`src/rtl/uart_host.sv`:
```
// uart_host: bus initiator that polls the serial port status register, drains a TX FIFO into
// its data register and, when built with UART_HOST_RX_EN, reads received bytes into a hold register.
module uart_host #(
  parameter int FIFO_AW   = 4,
  parameter int GAP_TICKS = 2
) (
  input  logic               clk,
  input  logic               reset,
  input  logic               clken,
  output logic               we,
  output logic               enable,
  output logic [1:0]         addr,
  output logic [7:0]         dout,
  input  logic [7:0]         din,
  input  logic [7:0]         tx_data,
  input  logic               tx_valid,
  output logic               tx_ready,
  output logic [7:0]         rx_data,
  output logic               rx_valid,
  input  logic               rx_ready,
  output logic [FIFO_AW:0]   fifo_level
);

  localparam int DEPTH = 1 << FIFO_AW;
  localparam int GW    = (GAP_TICKS < 2) ? 1 : $clog2(GAP_TICKS + 1);

  localparam logic [GW-1:0]    GAP_INIT = GW'(GAP_TICKS);
  localparam logic [GW-1:0]    GAP_ONE  = GW'(1);
  localparam logic [FIFO_AW:0] FULL_LVL = {1'b1, {FIFO_AW{1'b0}}};

  localparam logic [2:0] S_IDLE  = 3'd0;
  localparam logic [2:0] S_POLL  = 3'd1;
  localparam logic [2:0] S_READ  = 3'd2;
  localparam logic [2:0] S_WRITE = 3'd3;
  localparam logic [2:0] S_GAP   = 3'd4;

  localparam logic [1:0] ADDR_STATUS = 2'b01;
  localparam logic [1:0] ADDR_DATA   = 2'b11;

  logic [2:0]         r_state;
  logic [2:0]         w_next;
  logic [7:0]         r_status;
  logic [GW-1:0]      r_gap_cnt;

  logic [7:0]         r_mem [DEPTH];
  logic [FIFO_AW-1:0] r_wr_ptr;
  logic [FIFO_AW-1:0] r_rd_ptr;
  logic [FIFO_AW:0]   r_level;

  logic               w_push;
  logic               w_pop;
  logic               w_fifo_empty;
  logic               w_rx_go;
  logic               w_unused;

  assign w_fifo_empty = (r_level == '0);
  assign tx_ready     = (r_level != FULL_LVL);
  assign fifo_level   = r_level;
  assign w_push       = tx_valid & tx_ready;
  assign w_pop        = clken & (r_state == S_WRITE);

  // NOTE: every signal written in always_comb gets a default first, so no path infers a latch.
  always_comb begin
    w_next = r_state;
    case (r_state)
      S_IDLE:  w_next = S_POLL;
      S_POLL: begin
        if (w_rx_go)                       w_next = S_READ;
        else if (din[2] && !w_fifo_empty)  w_next = S_WRITE;
        else                               w_next = S_POLL;
      end
      S_READ:  w_next = S_POLL;
      S_WRITE: w_next = S_GAP;
      S_GAP:   if (r_gap_cnt <= GAP_ONE) w_next = S_POLL;
      default: w_next = S_IDLE;
    endcase
  end

  // NOTE: sequential state uses non-blocking assignments so every register samples pre-edge values.
  always_ff @(posedge clk or posedge reset) begin
    if (reset) begin
      r_state   <= S_IDLE;
      r_status  <= 8'h00;
      r_gap_cnt <= '0;
    end else if (clken) begin
      r_state <= w_next;
      if (r_state == S_POLL) r_status <= din;
      if (r_state == S_WRITE) begin
        r_gap_cnt <= GAP_INIT;
      end else if (r_state == S_GAP && r_gap_cnt != '0) begin
        r_gap_cnt <= r_gap_cnt - GAP_ONE;
      end
    end
  end

  // NOTE: FIFO storage is not reset; emptiness is tracked by the pointers and level alone.
  always_ff @(posedge clk) begin
    if (w_push) r_mem[r_wr_ptr] <= tx_data;
  end

  // Push is not gated by clken, so a byte can land while the FSM is frozen.
  always_ff @(posedge clk or posedge reset) begin
    if (reset) begin
      r_wr_ptr <= '0;
      r_rd_ptr <= '0;
      r_level  <= '0;
    end else begin
      if (w_push) r_wr_ptr <= r_wr_ptr + 1'b1;
      if (w_pop)  r_rd_ptr <= r_rd_ptr + 1'b1;
      case ({w_push, w_pop})
        2'b10:   r_level <= r_level + 1'b1;
        2'b01:   r_level <= r_level - 1'b1;
        default: r_level <= r_level;
      endcase
    end
  end

  // Bus drive is decoded from the registered state only, so it is stable for the whole state.
  assign enable = (r_state == S_POLL) || (r_state == S_READ) || (r_state == S_WRITE);
  assign we     = (r_state == S_WRITE);
  assign addr   = (r_state == S_POLL)                          ? ADDR_STATUS :
                  (r_state == S_READ || r_state == S_WRITE)    ? ADDR_DATA   : 2'b00;
  assign dout   = (r_state == S_WRITE) ? r_mem[r_rd_ptr] : 8'h00;

`ifdef UART_HOST_RX_EN
  logic       r_rx_valid;
  logic [7:0] r_rx_data;

  // A full hold register blocks READ, so capture and take can never coincide.
  assign w_rx_go = din[0] & ~r_rx_valid;

  always_ff @(posedge clk or posedge reset) begin
    if (reset) begin
      r_rx_valid <= 1'b0;
      r_rx_data  <= 8'h00;
    end else if (clken && r_state == S_READ) begin
      r_rx_valid <= 1'b1;
      r_rx_data  <= din;
    end else if (r_rx_valid && rx_ready) begin
      r_rx_valid <= 1'b0;
    end
  end

  assign rx_valid = r_rx_valid;
  assign rx_data  = r_rx_data;
  assign w_unused = ^r_status;
`else
  assign w_rx_go  = 1'b0;
  assign rx_valid = 1'b0;
  assign rx_data  = 8'h00;
  assign w_unused = ^{r_status, rx_ready};
`endif

endmodule

```
`config.mk`:
```
export PLATFORM = sky130hd
export DESIGN_NAME = uart_host
export DESIGN_NICKNAME = d
export VERILOG_FILES = /design/src/rtl/uart_host.sv
export SDC_FILE = /design/constraint.sdc
export NUM_CORES = 1
export LEC_CHECK = 0
export ABC_AREA = 1
export BUFFER_PORTS_ARGS = -buffer_cell sky130_fd_sc_hd__buf_4
export CORE_AREA = 5 5 128 130
export CTS_BUF_LIST = sky130_fd_sc_hd__clkbuf_16
export CTS_CLUSTER_SIZE = 24
export DETAILED_ROUTE_END_ITERATION = 6
export DIE_AREA = 0 0 133 135
export SYNTH_ARGS = -nofsm -noshare
export SYNTH_HDL_FRONTEND = slang
export SYNTH_SLANG_ARGS = --single-unit
```
`constraint.sdc`:
```
create_clock -name clk -period 3.9 [get_ports clk]
set_input_delay 0.39 -clock clk [delete_from_list [all_inputs] [get_ports clk]]
set_output_delay 0.39 -clock clk [all_outputs]
set_load 0.05 [all_outputs]
```
Word level (Yosys, flattened, before mapping)
Memories as Yosys holds them, arrays and structs flattened.
Cells that the tools add are included.

operators by class
  multiplexer cells = 11
  $add $sub $neg = 5
  reduce and logical (&&, ||, !) cells = 14
  bitwise operators = 2
  order comparisons = 1
  eq/ne operators = 8

operator list
  operator             number
  $pmux 3 s4           1
  $mux 2               5
  $pmux 5 s2           1
  $add 4x1->4 const B  2
  $mux 8               1
  $eq 3x2->1 const B   2
  $reduce_bool 2->1    3
  $add 5x1->5 const B  1
  $logic_not 5->1      1
  $ne 5x5->1 const B   1
  $sub 5x1->5 const B  1
  $reduce_and 2->1     2
  $eq 3x1->1 const B   1
  $eq 3x3->1 const B   1
  $logic_not 3->1      1
  $logic_or 1x1->1     3
  $mux 3               1
  $and 1x1->1          2
  $eq 2x1->1 const B   1
  $eq 2x2->1 const B   1
  $le 2x1->1 const B   1
  $logic_and 1x1->1    2
  $mux 1               2
  $ne 2x2->1 const B   1
  other kinds (3)      3

storage, ports and cells
  bits in registers = 18
  memory bits (writable) = 128
  bits of input ports = 21
  word-level logic and storage cells = 47
  memories kept = 1

memories
  memory  depth  width  read ports  clocked after memory_dff  wr ports  RTL line  RTL
  r_mem   16     8      1           0                         1         45        logic [7:0] r_mem [DEPTH];

Longest topological paths before layout
  depth after elaboration = 5
  gate-level depth with buffers = 13
  gate-level depth less buffers = 13

Worst setup path after synthesis
OpenSTA, ideal clock, no wires.

  path type = register to register
  start = register r_level[0] (netlist: fifo_level[0])
  end = register r_level[4] (netlist: fifo_level[4])
  data required time = 3.782 ns
  setup slack = 0.859 ns
  cell stages (with the launch flop) = 13
  library setup time = 0.118 ns
  data arrival time = 2.923 ns
  path through = dfrtp_1 -> nor2_1 -> nand4_1 -> nand2_2 -> buf_4 -> ha_1 -> xor2_1 -> ha_1 -> a21o_1 -> nand3_1 -> nand3_1 -> nand3_1 -> nand2_1

between the ends
  cells in the longest elaborated chain, start to end = 4

ends and longest elaborated chain
  element                                          RTL line  RTL
  from (decl)                                      48        logic [FIFO_AW:0] r_level;
  from (signal assigned)                           111       2'b10: r_level <= r_level + 1'b1;
  from (signal assigned)                           112       2'b01: r_level <= r_level - 1'b1;
  from (signal assigned)                           113       default: r_level <= r_level;
  $ne 5x5->1 *                                     57        assign tx_ready = (r_level != FULL_LVL);
  named net tx_ready                               17        output logic tx_ready,
  $and 1x1->1 *                                    59        assign w_push = tx_valid & tx_ready;
  $eq 2x1->1 or $eq 2x2->1 (tied branches)         110       case ({w_push, w_pop})
  $pmux 5 s2 or $reduce_bool 2->1 (tied branches)  n/a

The timed path passes the listed nets; every way through them passes the cells marked *.
A chain may end at the register's enable or synchronous reset.

Worst setup path in the final report
  start = register r_rd_ptr[2]
  end = output dout[1]

between the ends
  cells in the longest elaborated chain, start to end = 2

ends and longest elaborated chain
  element                 RTL line  RTL
  from (decl)             47        logic [FIFO_AW-1:0] r_rd_ptr;
  from (signal assigned)  109       if (w_pop) r_rd_ptr <= r_rd_ptr + 1'b1;
  $mem_v2 16x8            n/a
  $mux 8                  123       assign dout = (r_state == S_WRITE) ? r_mem[r_rd_ptr] : 8'h00;
  to (decl)               13        output logic [7:0] dout,

Every way passes these cells.

==> metrics.md <==
| Metric | Value |
|---|---|
| Initial DRT Pass Iterations | `5` |
| Final Wtd Congestion | `approximately 0.78` |
| Via count | `between 4,000 and 5,000` |
| Vias in the first global route | `~4,100` |
| Port bufs | `30` |
| Inserted Clock Buffers | `17` |
| Share of cells above drive strength 1 | `0.1076` |
| Max cap viols | `0` |
| Initial DRC count | `353` |
| Post-cts repair resize count | `0` |
| Register area share after synthesis | `0.6477` |
| Grt total ovfl | `0` |
| CP Launch Type | `flop` |
| Warning count from the yosys run | `0` |
| WL per Instance | `16.42 µm` |
| Flops & latches, synth | `around 150` |
| Placed insts | `863` |
| # clock sinks | `between 100 and 150` |
| Initial antenna violation count | `0` |
| Initial Utilization | `0.4410` |
| Clk Latency, worst-skew pair | `about 420 ps` |
| RR Endpoint | `fifo_level[4]$_DFFE_PP0P_` |
| Power Total | `between 0.005 and 0.006 W` |
| First-pass GRT wire length | `about 23 mm` |
| Async SR Flop Fraction | `0.1233` |
| Pins Over Slew Limit | `0` |
| Crit end category | `output pin` |
| Clock transition at path regs | `~60 ps` |
| Outcome | `finished clean` |
| CTS Hold Buffers Added | `0` |
| Netlist Area Pre-Place | `approximately 6600 µm²` |
| Min-Delay Path Class | `in -> async` |
| Crit path required time | `3510 ps` |
| Chip Width | `approximately 130 µm` |
| FF-to-FF setup slack | `roughly 1300 ps` |
| Post-synth EDFFs | `roughly 130` |
| Synth cell types | `26` |
| Final-report hold violation count | `0` |
| P&R area growth vs syn | `14.59%` |
| Cells after Synth | `~660` |
| CORE AREA | `15,030 µm²` |
| Hold slack final | `roughly 110 ps` |
| Top_reg_cell synth | `edfxtp_1` |
| Die height | `roughly 140 µm` |
| Slew HR | `0.1728` |
| DP HPWL | `around 9 mm` |
| Clock Skew | `~7.7 ps` |
| Layout Cells excl Fill | `between 800 and 900` |
| Critical path fanouts, max | `18` |
| Inserted Diodes | `0` |
| CTS H-tree depth | `4` |
| Clock Tree Root | `clkbuf_16` |
| Setup tns final | `0 ps` |
| Residual DRC | `0` |
| WP data arrival | `~3000 ps` |
| DRT Wirelength | `14.68 mm` |
| Wire length on met1 | `slightly below 7 mm` |
| Pin count of the biggest net entering global routing | `approximately 70` |
| Final #Nets | `between 700 and 800` |
| Maximum root-to-sink buffer count | `2` |
| Kind of critical path | `reg -> out` |
| Fin crit share | `0.8647` |
| Power Density | `around 740 nW/µm²` |
| Worst-Margin Slew | `~1200 ps` |
| Pleak | `~3.3 nW` |
| Fill count | `between 1,000 and 1,500` |
| Routed met2 length | `approximately 6.9 mm` |
| F_max | `296.5 MHz` |
| # IOs | `48` |
| Peak VDD IR | `around 0.38 mV` |
| Post-synthesis average cell area | `just over 10 µm²` |
| RSZ-0062 raised after global routing | `false` |
| Final setup vio count | `0` |
| Vias per Instance | `5.017` |
| Die ar. | `17,960 µm²` |
| CTS tree | `done` |
| Highest routed layer | `met4` |
| Met3 Routed Length | `roughly 820 µm` |
| Post-layout min period | `3372 ps` |
| All-Layer GR Usage | `0.1702` |
| Reg2reg start | `fifo_level[1]$_DFFE_PP0P_` |
| R2R cell count | `12` |
| Setup Fix Bufs, Post-CTS | `0` |
| Num rows | `45` |
| Routed Antenna Nets | `0` |
[final cells by class]
type,count,area [µm²],share of cell area
Clock buffer,17,425.4,0.05599
Tap cell,188,235.2,0.03096
Timing Repair Buffer,44,330.3,0.04348
Clock inverter,14,145.1,0.01910
Sequential cell,146,4295,0.5654
Inverter,92,345.3,0.04545
Multi-Input combinational cell,393,1821,0.2396
[Yosys cell counts, types with 4 or more instances]
master / instances / area share
nand2_1: 216 / 0.12
buf_4: 15 / 0.017
o21ai_0: 7 / 0.0053
dfrtp_1: 18 / 0.068
nand3_1: 91 / 0.069
clkbuf_1: 6 / 0.0034
nor2_1: 13 / 0.0074
buf_2: 13 / 0.0098
inv_1: 88 / 0.050
edfxtp_1: 128 / 0.58
nor3_1: 14 / 0.011
a21oi_1: 11 / 0.0083
xor2_1: 8 / 0.011
ha_1: 11 / 0.021
nand4_1: 4 / 0.0038
[cells by family (layout without fill, tap and decap cells)]
kind of cell / after synthesis / in the layout / synth area share
other cells: 1 / 9 / 0.0005656
compound gates: 22 / 22 / 0.01793
flops: 146 / 146 / 0.6477
simple gates: 341 / 341 / 0.2176
xor+xnor: 10 / 10 / 0.01321
fa+ha+maj: 11 / 11 / 0.02076
buf+inv: 126 / 167 / 0.08228
[per-stage QoR]
stage	setup slack (ps)	util	cell area, µm²
finish	527.8	0.5054	7597
global route	369.4	0.5054	7597
CTS	588.1	0.5054	7597
detailed placement	1044	0.4674	7027
global placement	1081	0.4674	7027
floorplan	859.1	-	6660
[critical path: stages (launching register included)]
cell and delay, ps:
dfrtp_1 820, clkinv_1 750, nand3_1 310, nand3_1 110, a21oi_1 300, buf_4 270
[routing by layer]
| layer | track usage | vias to the layer above |
|---|---|---|
| met5 | 0 | - |
| li1 | - | 2204 |
| met4 | 0.05023 | 0 |
| met1 | 0.2393 | 2147 |
| met3 | 0.03949 | 13 |
| met2 | 0.2652 | 121 |
[sequential cells by signal, summed over array words and instances (netlist names)]
register and cells:
fifo_level 5, r_rd_ptr 4, r_wr_ptr 4, r_mem 128
r_gap_cnt 2, r_state 3
[where the power goes]
part | switching, W | leakage (nW) | internal (W)
registers | 0.000149 | 1.37 | 0.00192
clock network | 0.000599 | 0.280 | 0.000986
logic | 0.00140 | 1.66 | 0.000566
total | 0.00215 | 3.31 | 0.00347
[worst max path at each step]
stage / from / endpoint / cells past startpoint
4_1_cts: r_rd_ptr[2]$_DFFE_PP0P_ / dout[6] / 5
5_1_grt: r_rd_ptr[2]$_DFFE_PP0P_ / dout[1] / 5
3_5_place_dp: r_rd_ptr[2]$_DFFE_PP0P_ / dout[6] / 5
2_1_floorplan: fifo_level[0]$_DFFE_PP0P_ / fifo_level[4]$_DFFE_PP0P_ / 12
3_3_place_gp: r_rd_ptr[2]$_DFFE_PP0P_ / dout[1] / 5
6_report: r_rd_ptr[2]$_DFFE_PP0P_ / dout[1] / 5
[layout by cell type (no fill, tap or decap)]
cell type	n
a31oi_1	1
ha_1	11
bufinv_16	3
dfrtp_2	1
buf_4	44
nor3_1	14
clkinvlp_4	1
xor2_1	8
o21ai_0	7
clkinv_1	7
xnor2_1	2
nand2_2	1
nor2_8	1
nand3_1	91
o211ai_1	1
inv_2	2
o21bai_1	1
nand4_1	4
clkbuf_16	17
clkinv_2	4
dfrtp_1	17
a21oi_1	11
conb_1	9
nand2_1	216
edfxtp_1	128
a21o_1	1
inv_6	1
nor2_1	13
nor2_2	1
inv_1	88
Power figures use the tool's default switching activity.
